[src/rtl/traffic_pkg.sv]
// Shared types and constants for the traffic light controller.
package traffic_pkg;

    // Controller phases, main street first, then side street.
    typedef enum logic [2:0] {
        MG,
        MG_EXT,
        MY,
        WALK,
        SG,
        SG_EXT,
        SY
    } state_t;

    // Lamp codes as {red, yellow, green}.
    localparam logic [2:0] RED = 3'b100;
    localparam logic [2:0] YEL = 3'b010;
    localparam logic [2:0] GRN = 3'b001;

    // Default interval lengths in seconds.
    localparam logic [3:0] DEF_T_BASE = 4'd6;
    localparam logic [3:0] DEF_T_EXT  = 4'd3;
    localparam logic [3:0] DEF_T_YEL  = 4'd2;

    typedef struct packed {
        logic [2:0] main;
        logic [2:0] side;
        logic       walk;
    } lamps_t;

    // Lamp pattern for a phase; unused encodings fall back to all-red.
    function automatic lamps_t state_lamps(input state_t s);
        lamps_t l;
        l.main = RED;
        l.side = RED;
        l.walk = 1'b0;
        case (s)
            MG, MG_EXT: l.main = GRN;
            MY:         l.main = YEL;
            WALK:       l.walk = 1'b1;
            SG, SG_EXT: l.side = GRN;
            SY:         l.side = YEL;
            default:    l.walk = 1'b0;
        endcase
        return l;
    endfunction

endpackage

[src/rtl/walk_req_latch.sv]
// Pedestrian request latch: remembers a button press until served.
module walk_req_latch (
    input  logic clk,
    input  logic Reset_Sync,
    input  logic set,
    input  logic clear,
    output logic pending
);

    // Clear wins over a simultaneous set so a press during service is dropped.
    always_ff @(posedge clk) begin
        if (!Reset_Sync) begin
            pending <= 1'b0;
        end else if (clear) begin
            pending <= 1'b0;
        end else if (set) begin
            pending <= 1'b1;
        end
    end

endmodule

[src/rtl/traffic_light_fsm.sv]
// Traffic light controller driving lamps and an external interval timer.
module traffic_light_fsm
    import traffic_pkg::*;
#(
    parameter int unsigned T_BASE = DEF_T_BASE,
    parameter int unsigned T_EXT  = DEF_T_EXT,
    parameter int unsigned T_YEL  = DEF_T_YEL
) (
    input  logic       clk,
    input  logic       Reset_Sync,
    input  logic       sensor,
    input  logic       walk_request,
    input  logic       expired,
    output logic       start_timer,
    output logic [3:0] value,
    output logic [2:0] main_light,
    output logic [2:0] side_light,
    output logic       walk_lamp
);

    if (T_BASE == 0 || T_BASE > 15) begin : g_bad_t_base
        $error("T_BASE must be in 1..15");
    end
    if (T_EXT == 0 || T_EXT > 15) begin : g_bad_t_ext
        $error("T_EXT must be in 1..15");
    end
    if (T_YEL == 0 || T_YEL > 15) begin : g_bad_t_yel
        $error("T_YEL must be in 1..15");
    end

    localparam logic [3:0] V_BASE = 4'(T_BASE);
    localparam logic [3:0] V_EXT  = 4'(T_EXT);
    localparam logic [3:0] V_YEL  = 4'(T_YEL);

    state_t state_q;
    state_t next_state;
    logic   start_q;
    logic   start_d_q;
    logic   boot_q;
    logic   qualified;
    logic   walk_clear;
    logic   walk_pending;
    lamps_t lamps;

    walk_req_latch u_walk_req_latch (
        .clk        (clk),
        .Reset_Sync (Reset_Sync),
        .set        (walk_request),
        .clear      (walk_clear),
        .pending    (walk_pending)
    );

    // State register plus start pulse and its one-cycle shadow.
    // boot_q marks the cycle after reset so the initial MG gets its own start pulse.
    always_ff @(posedge clk) begin
        if (!Reset_Sync) begin
            state_q   <= MG;
            start_q   <= 1'b0;
            start_d_q <= 1'b0;
            boot_q    <= 1'b1;
        end else begin
            state_q   <= next_state;
            start_q   <= boot_q | qualified;
            start_d_q <= start_q;
            boot_q    <= 1'b0;
        end
    end

    // Next-state selection on a qualified timer expiry.
    always_comb begin
        next_state = state_q;
        walk_clear = 1'b0;
        qualified  = expired & ~boot_q & ~start_q & ~start_d_q;
        if (qualified) begin
            case (state_q)
                MG:      next_state = sensor ? MG_EXT : MY;
                MG_EXT:  next_state = MY;
                MY: begin
                    if (walk_pending) begin
                        next_state = WALK;
                        walk_clear = 1'b1;
                    end else begin
                        next_state = SG;
                    end
                end
                WALK:    next_state = SG;
                SG:      next_state = sensor ? SG_EXT : SY;
                SG_EXT:  next_state = SY;
                SY:      next_state = MG;
                default: next_state = MG;
            endcase
        end
    end

    // Moore outputs: lamps and timer interval depend only on the current phase.
    always_comb begin
        lamps = state_lamps(state_q);
        value = V_BASE;
        case (state_q)
            MG, SG:               value = V_BASE;
            MG_EXT, SG_EXT, WALK: value = V_EXT;
            MY, SY:               value = V_YEL;
            default:              value = V_BASE;
        endcase
    end

    assign start_timer = start_q;
    assign main_light  = lamps.main;
    assign side_light  = lamps.side;
    assign walk_lamp   = lamps.walk;

endmodule

[config.mk]
export PLATFORM = sky130hd
export DESIGN_NAME = traffic_light_fsm
export DESIGN_NICKNAME = d
export VERILOG_FILES = /design/src/rtl/traffic_pkg.sv /design/src/rtl/walk_req_latch.sv /design/src/rtl/traffic_light_fsm.sv
export SDC_FILE = /design/constraint.sdc
export NUM_CORES = 1
export LEC_CHECK = 0
export BUFFER_PORTS_ARGS = -buffer_cell sky130_fd_sc_hd__buf_2
export CORE_AREA = 2 2 39 41
export CTS_CLUSTER_DIAMETER = 80
export DETAILED_ROUTE_END_ITERATION = 10
export DIE_AREA = 0 0 41 43
export GPL_ROUTABILITY_DRIVEN = 0
export GPL_TIMING_DRIVEN = 1
export PLACE_DENSITY_LB_ADDON = 0.25
export SLEW_MARGIN = 20
export SYNTH_ARGS = -nofsm -noshare
export SYNTH_HDL_FRONTEND = slang
export SYNTH_SLANG_ARGS = --single-unit
[constraint.sdc]
create_clock -name clk -period 1.4 [get_ports clk]
set_input_delay 0.07 -clock clk [delete_from_list [all_inputs] [get_ports clk]]
set_output_delay 0.07 -clock clk [all_outputs]
set_load 0.02 [all_outputs]
==> results of run 1 <==
==> power groups by stage <==
stage	clock, uW	combinational (uW)	sequential [uW]
6_report	184	91.6	221
5_1_grt	206	102	223
4_1_cts	194	92.1	221
3_5_place_dp	0	91.5	226
3_3_place_gp	0	92.6	226
2_1_floorplan	0	65.7	226
==> layer usage <==
metal	part of all wire, %	vias up
met5	0	-
met4	4.3	0
met3	9.5	4
met2	41	15
met1	45	139
li1	-	163
==> cell usage after synthesis <==
| master | number |
|---|---|
| a211o_1 | 1 |
| a21o_1 | 1 |
| a21oi_1 | 2 |
| a31oi_1 | 3 |
| and2_1 | 1 |
| and3_1 | 1 |
| buf_4 | 2 |
| clkbuf_1 | 1 |
| conb_1 | 2 |
| dfxtp_1 | 7 |
| inv_1 | 2 |
| mux2i_1 | 1 |
| nand2_1 | 2 |
| nand2_2 | 1 |
| nand3b_1 | 1 |
| nor2_1 | 5 |
| nor2b_1 | 1 |
| nor3b_1 | 1 |
| nor3b_2 | 1 |
| nor4b_4 | 1 |
| o21ai_0 | 3 |
==> registers in the layout (all words and copies together), names as in the netlist <==
register and flops:
start_timer 1, boot_q 1, start_d_q 1, state_q 3
u_walk_req_latch.pending 1
==> worst max-delay path, stage by stage, from the launching register on <==
cell	delay, ns
dfxtp_1	0.35
inv_1	0.12
and3_1	0.19
nor2_1	0.07
buf_2	0.16
==> final cells by class <==
class	count	area [um2]	share of cell area [%]
sequential	7	140	31.0
clock buffer	4	26.3	5.82
tap	16	20.0	4.43
multi-input combinational	28	180	39.9
timing repair buffer	15	77.6	17.2
inverter	2	7.51	1.66
==> kinds of logic after synthesis <==
| kind of cell | after synthesis |
|---|---|
| buffers and inverters | 5 |
| other | 2 |
| AND/OR/NAND/NOR | 15 |
| AO/OA/AOI/OAI | 10 |
| multiplexers | 1 |
| flip-flops | 7 |
==> per-stage QoR <==
stage               util, %  total power (uW)  hold slack [ns]  setup slack [ns]  cell area, um2
floorplan                 -               292            0.159             0.156             347
global placement       30.7               318            0.331             0.281             425
detailed placement     30.7               317            0.342             0.286             425
CTS                    32.6               507           0.0732             0.173             452
global route           32.6               531           0.0949            0.0882             452
finish                 32.6               497           0.0774             0.184             452
==> worst min-delay path by stage <==
stage / from / endpoint / cells past startpoint
6_report: Reset_Sync / boot_q / 2
5_1_grt: Reset_Sync / boot_q / 2
4_1_cts: Reset_Sync / boot_q / 2
3_5_place_dp: Reset_Sync / boot_q / 2
3_3_place_gp: Reset_Sync / boot_q / 2
2_1_floorplan: Reset_Sync / boot_q / 1
==> results.md, run 1 <==
- Status: completed
- Leading area contributor after synthesis: dfxtp_1
- Pwr Density: 1100 mW/mm2
- Rows: 14
- GR met3 Demand/Resource: 3.14%
- Synth Area in XOR/XNOR: 0%
- Tcrit/Tclk final: ~87%
- Logic pwr share: between 10% and 20%
- Register area share after synthesis: between 40% and 50%
- Initial antenna violation count: 0
- Synthesized area per cell: approximately 8.7 um2
- Fin nets: 62
- N_diodes: 0
- Post-route DRC: 0
- Routing usage on met2: 11.6%
- Busiest grt layer: met1
- Post-synthesis cell type count: 21
- Setup Crit Path Kind: reg2out
- Worst setup startpoint: state_q[0]
- Reg clk slew, reported paths: 0.05 ns
- Clk sinks: 7
- Worst setup path endpoint: side_light[2]
- Critical Path Sink Type: primary output
- P_int: 356 uW
- Endpoints failing setup: 0
- Die span in x: 41 um
- Gr ovfl total: 0
- First-pass GRT wire length: between 1 and 1.5 mm
- Root Buffer: clkbuf_4
- Total Die Area: 0.00176 mm2
- H-tree levels: 1
- Mapped Cells: 40
- Final Critical Period: 1.22 ns
- Reg2reg start: boot_q
- Net switching power: 141 uW
- R2R Setup Slk: 0.28 ns
- Clock share of power: a little under two fifths
- Total routed wirelength: ~670 um
- Detailed Route Iter0 Violations: 5
- Most common cell after layout, fill and taps aside: buf_2
- M1 GR Usage: 12.3%
- Vias: approximately 320
- Critical path arrival: approximately 1.2 ns
- Adder-Cell Fraction of Synth Area: 0%
- FMAX: 822 MHz
- Layout area overhead: 30.3%
- Simple-gate share of the synthesized area: 29.6%
- First-pass detailed-route iteration total: 3
- Max cap viols: 0
- Die H: ~43 um
- Final hold vios: 0
- CTS Buf Count: 3
- VDD IR max: 0.316 mV
- Worst Reg-to-Reg Cells: 3
- Dpl cells: 68
- Leakage: 0.000226 uW
- Worst-path fanout max: 7
- Fin cells: 72
- Seq pwr share: about 45%
- Cts hold-fix bufs: 0
- Most frequent cells in the layout: 14 x buf_2, 7 x dfxtp_1, 5 x nor2_1
- Terminus of the critical flop-to-flop path: state_q[0]
- Main combinational cell family by area after synthesis: simple AND/OR/NAND/NOR gates
- Sw frac: 28.4%
- Post-DP HPWL: 495 um
- Mux cell area share after synthesis: a little under 3%
- Setup Fix Bufs, Post-CTS: 0
- Max Slew Vio Count: 0
- CTS tree: done
- RSZ-0062 raised after global routing: false
- Core region area: 0.00138 mm2
- Register bit total from synthesis: 7
- Fin Setup TNS: 0 ns
- Vias in the first global route: 270
- Largest net degree at the start of global routing: 11
- Resize count post-CTS: 0
- Worst clock skew: 0.00307 ns
- Clock buffer depth: 2
- Initial core utilization: between 20% and 30%
- Yosys synthesis warning count: 0
- Clk_lat worst skew: 0.25 ns
- Vias per cell: between 4 and 5
- Antenna viol nets, final: 0
- Post-synthesis compound-gate area fraction: 17.3%
- All-Layer GR Usage: 9.95%
- Critical Path RT: 1.33 ns
- Yosys top cell area share: between 40% and 50%
- Port bufs: 14
- Hold Crit Class: in2reg
- Crit path launch type: flip-flop
- # fillers: approximately 150
- Synthesized Nets: 45
- Top cells by area, synth: dfxtp_1 40%, nor4b_4 6.9%, a31oi_1 5.4%
- Ports: 17
- Layout cell share with drive strength beyond 1: 37.5%
- Cell Area, Synth: 347 um2
- DR WL/cell: about 9.3 um
Power figures use the tool's default switching activity.
==> inputs of run 2 (changes only) <==
==> constraint.sdc (replaced) <==
create_clock -name clk -period 1.4 [get_ports clk]
set_input_delay 0.28 -clock clk [delete_from_list [all_inputs] [get_ports clk]]
set_output_delay 0.28 -clock clk [all_outputs]
set_load 0.02 [all_outputs]
==> run 2 against run 1 <==
  * Non-clock buffer count grew 2
  * Sequential cell count stayed put
  * Final area up 8.6%
  * Total power increased by 0.76%
  * Critical path depth unchanged
  * Clock skew grew 0.0034 ns
  * Sequential power up 2%
  * First-iteration DRC count is the same
  * Register-to-register slack is essentially flat
  * Die area did not move
  * Via count increased by 1.9%
  * Worst setup slack got worse by 0.15 ns
  * Critical path type unchanged
  * Critical endpoint unchanged
  * Highest routed layer unchanged
==> results.md, run 2 (same netlist as run 1, synthesis figures left out) <==
- Max cap viols: 0
- CTS Buf Count: 3
- Terminus of the critical flop-to-flop path: state_q[0]
- DR WL/cell: 9.45 um
- Setup Crit Path Kind: reg2out
- Total routed wirelength: 699 um
- CTS tree: done
- Worst Reg-to-Reg Cells: 3
- Clk_lat worst skew: 0.24 ns
- R2R Setup Slk: approximately 0.28 ns
- FMAX: ~730 MHz
- RSZ-0062 raised after global routing: true
- Most frequent cells in the layout: 13 x buf_2, 5 x nor2_1, 4 x dfxtp_1, 4 x buf_4
- Hold Path End: boot_q
- Vias in the first global route: approximately 280
- Hold Path Depth: 2
- Antenna viol nets, final: 0
- Reg2reg start: boot_q
- Tcrit/Tclk final: 97.5%
- Most flops, register: state_q
- Critical Path Sink Type: primary output
- Crit path launch type: flip-flop
- Fin nets: 64
- Cts hold-fix bufs: 0
- Root Buffer: clkbuf_4
- N_diodes: 0
- VDD IR max: 0.227 mV
- Hold_sp: Reset_Sync
- Pwr Density: 1020 mW/mm2
- Core region area: about 0.0014 mm2
- Final Util: a little over a third
- First-pass detailed-route iteration total: 4
- Layout area overhead: 41.5%
- Final Critical Period: 1.36 ns
- Gr ovfl total: 0
- Hold Crit Class: in2reg
- Port bufs: 14
- Post-DP HPWL: between 500 and 600 um
- All-Layer GR Usage: 9.25%
- Worst path max stage delay: ~0.37 ns
- Most common cell after layout, fill and taps aside: buf_2
- Status: completed
- Min Hold Slack: 0.298 ns
- Die span in x: 41 um
- Max Slew Vio Count: 0
- Die H: 43 um
- Leakage: 0.000240 uW
- Fin cells: 74
- Detailed Route Iter0 Violations: 5
- Critical path, cell by cell: inv_4 > and3_1 > nor2_1 > buf_4
- Setup slack after layout: approximately 0.035 ns
- First-pass GRT wire length: 1.08 mm
- Total Die Area: 0.00176 mm2
- Post-route DRC: 0
- H-tree levels: 1
- Worst clock skew: approximately 0.0065 ns
- Dpl cells: 68
- Critical Path RT: between 1 and 1.5 ns
- Initial core utilization: 25.0%
- Final Power: 501 uW
- Dpl ws: around 0.17 ns
- CP max-delay cell: dfxtp_4
- Layout cell share with drive strength beyond 1: 48.3%
- Initial antenna violation count: 0
- Reg clk slew, reported paths: 0.05 ns
- Largest register FFs: 3
- Largest net degree at the start of global routing: 9
- Worst-path fanout max: 7
- Ports: 17
- Vias per cell: 4.42
- Vias: 327
- Critical path arrival: about 1.1 ns
- Final hold vios: 0
- Clk sinks: 7
- Endpoints failing setup: 0
- Clock buffer depth: 2
- Rows: 14
[run 2: cell types whose count changed in the layout (fill, tap and decap cells not counted), sizes merged]
| cell | previous run | this run |
|---|---|---|
| buf | 15 | 17 |
[run 2: how the worst max path moves through the flow]
stage / startpoint / end / slack (ns) / cells past startpoint
final: state_q[0] / side_light[2] / 0.04 / 4
after global routing: state_q[0] / value[0] / -0.02 / 3
after CTS: state_q[0] / side_light[2] / 0.003 / 4
after detailed placement: state_q[1] / main_light[1] / 0.17 / 2
after global placement: state_q[1] / main_light[2] / 0.20 / 3
after floorplan: state_q[1] / walk_lamp / -0.01 / 2
[run 2: through the flow]
| stage | area [um2] | TNS, ns |
|---|---|---|
| after floorplan | 350 | -0.0143 |
| after global placement | 429 | 0 |
| after detailed placement | 429 | 0 |
| after CTS | 470 | 0 |
| after global routing | 490 | -0.0450 |
| final | 490 | 0 |
[run 2: power breakdown]
group,switching [uW],internal (uW),total (uW),leakage (uW)
combinational,55.2,43.6,98.8,0.000165
sequential,14.8,210,225,0.0000598
clock,68.4,108,177,0.0000150
[run 2: critical path, delay by kind of cell, from the launching register on]
| kind | cells | cell delay [ns] |
|---|---|---|
| buffers and inverters | 2 | 0.19 |
| flip-flops | 1 | 0.37 |
| AND/OR/NAND/NOR | 2 | 0.26 |
[run 2: layer usage]
layer | track usage, % | share of wire, %
met5 | 0 | 0
met4 | 8.00 | 1.1
met3 | 3.66 | 9.4
met2 | 11.3 | 40
met1 | 11.9 | 49
[run 2: final cells by class]
| cell class | instances | area [um2] |
|---|---|---|
| inverter | 2 | 10.0 |
| multi-input combinational | 28 | 190 |
| tap | 16 | 20.0 |
| sequential | 7 | 149 |
| clock buffer | 4 | 26.3 |
| fill | 152 | 893 |
| timing repair buffer | 17 | 95.1 |
[run 2: what timing repair did]
action | in CTS | in global routing
gates resized for setup | 7 | 2
setup endpoints to repair | 7 | 6
hold endpoints to repair | 0 | 0
setup buffers | 0 | 2
==> inputs of run 3 (changes only) <==
- ABC_AREA: not set -> 1
==> run 3 against run 2 <==
  * The flow now finishes with violations (setup timing)
  * Area after synthesis up 7.6%
  * Synthesized cell count up 45%
  * Via count up 22%
  * Critical endpoint unchanged
  * Largest cell class unchanged
  * Highest routed layer unchanged
==> results.md, run 3 <==
- Status: complete, but fails checks
- Failing checks: setup timing
- Leading area contributor after synthesis: dfxtp_1
- H-tree levels: 1
- Core region area: 0.00138 mm2
- Critical path, cell by cell: buf_6 > nand2_2 > nor2_2 > nor2_1 > buf_4
- Critical Path RT: 1.12 ns
- Layout area overhead: 44.3%
- Most common cell after layout, fill and taps aside: nand2_1
- Clk sinks: 7
- Initial antenna violation count: 0
- Dpl ws: 0.215 ns
- Post-synthesis cell type count: 15
- Yosys synthesis warning count: 0
- N_diodes: 0
- Largest register FFs: 3
- Worst path max stage delay: 0.36 ns
- Clock buffer depth: 2
- Setup slack after layout: -0.00916 ns
- Worst-path fanout max: 5
- Total Die Area: 0.00176 mm2
- Most frequent cells in the layout: 13 x nand2_1, 11 x buf_2, 8 x inv_1, 7 x nor2_1, 6 x buf_4
- Critical Path Sink Type: primary output
- Initial core utilization: between 20% and 30%
- Fin nets: between 80 and 90
- Die span in x: 41 um
- Mapped Cells: 58
- All-Layer GR Usage: 10.7%
- Antenna viol nets, final: 0
- Max cap viols: 0
- Async SR Flop Fraction: 0%
- Setup Crit Path Kind: reg2out
- Final Util: 38.9%
- Top cells by area, synth: dfxtp_1 38%, nand2_1 14%, inv_1 9.1%
- Most flops, register: state_q
- Final hold vios: 0
- Endpoints failing setup: 1
- Tcrit/Tclk final: 101%
- Total routed wirelength: 867 um
- Vias per cell: ~4.2
- CP max-delay cell: dfxtp_2
- First-pass GRT wire length: 1.26 mm
- First-pass detailed-route iteration total: 4
- FMAX: 710 MHz
- Die H: about 43 um
- Hold Crit Class: in2reg
- Final Critical Period: 1.41 ns
- Detailed Route Iter0 Violations: 2
- RSZ-0062 raised after global routing: true
- VDD IR max: 0.288 mV
- Gr ovfl total: 0
- Rows: 14
- Post-synth top flop: dfxtp_1
- Post-route DRC: 0
- Crit path launch type: flip-flop
- DR WL/cell: between 9 and 10 um
- Clk_lat worst skew: 0.25 ns
- Ports: 17
- Pwr Density: 983 mW/mm2
- Vias in the first global route: 340
- Synthesized Nets: 63
- Synthesized area per cell: 6.43 um2
- Post-synth top cells: 14 x nand2_1, 9 x inv_1, 8 x nor2_1, 7 x dfxtp_1, 5 x a21oi_1
- Most frequent cell after synthesis: nand2_1
- CTS Buf Count: 3
- Worst clock skew: 0.00768 ns
- Register area share after synthesis: 37.6%
- Root Buffer: clkbuf_4
- Cell Area, Synth: 373 um2
- Largest net degree at the start of global routing: 7
- Vias: 398
- # fillers: 149
- Layout cell share with drive strength beyond 1: 43.6%
- Critical path arrival: 1.13 ns
- CTS tree: done
- Post-DP HPWL: 609 um
- Max Slew Vio Count: 0
- Reg clk slew, reported paths: 0.06 ns
- Yosys top cell area share: a little under two fifths
- Number of synthesized flops with an enable pin: 0
- Cts hold-fix bufs: 0
- Leakage: 0.000285 uW
- Register bit total from synthesis: 7
- Port bufs: 14
## run 3: final timing paths
check / start / end / slack (ns) / depth (start not counted)
worst min register to register: start_timer / start_d_q / 0.45 / 2
worst max register to register: state_q[2] / state_q[2] / 0.27 / 7
worst min-delay path: Reset_Sync / start_d_q / 0.25 / 3
worst max-delay path: state_q[1] / side_light[2] / -0.009 / 5
## run 3: cells by family (layout without fill, tap and decap cells)
kind of cell / count (synthesis) / after routing / share of synthesized area, %
buf+inv: 13 / 33 / 15.1
flops: 7 / 7 / 37.6
other cells: 2 / 2 / 2.01
simple gates: 27 / 27 / 32.9
compound gates: 9 / 9 / 12.4
## run 3: timing repair
item | CTS | global route
buffers inserted | 1 | 2
resized for setup | 3 | 11
setup endpoints to repair | 4 | 5
pin swaps | 1 | 4
## run 3: layout make-up
type / instances / area [um2] / area share, %
timing repair buffer: 18 / 111 / 20.7
multi-input combinational: 38 / 190 / 35.3
tap: 16 / 20.0 / 3.72
clock buffer: 4 / 26.3 / 4.88
sequential: 7 / 146 / 27.2
inverter: 11 / 43.8 / 8.14
## run 3: per-layer routing
layer,track usage [%],part of all wire (%)
met1,11.9,39
met2,16.3,56
met3,3.14,3.0
met4,8.00,2.4
met5,0,0
## run 3: power breakdown
group / switching [uW] / internal (uW) / total [uW]
clock network: 79.9 / 109 / 189
registers: 12.1 / 211 / 223
logic: 71.8 / 45.5 / 117
## run 3: critical path, delay by kind of cell (launching register included)
family        cells  cell delay (ns)
buf+inv           2             0.27
flops             1             0.36
simple gates      3             0.24
## run 3: through the flow
step                TNS [ns]  hold slack (ns)  power (uW)  area (um2)  std cells
global route          -0.148            0.269         560         538         94
CTS                        0            0.250         517         493         92
finish              -0.00916            0.251         529         538         94
detailed placement         0            0.439         328         455         87
global placement           0            0.428         328         455         87
floorplan                  0            0.378         299         373         58
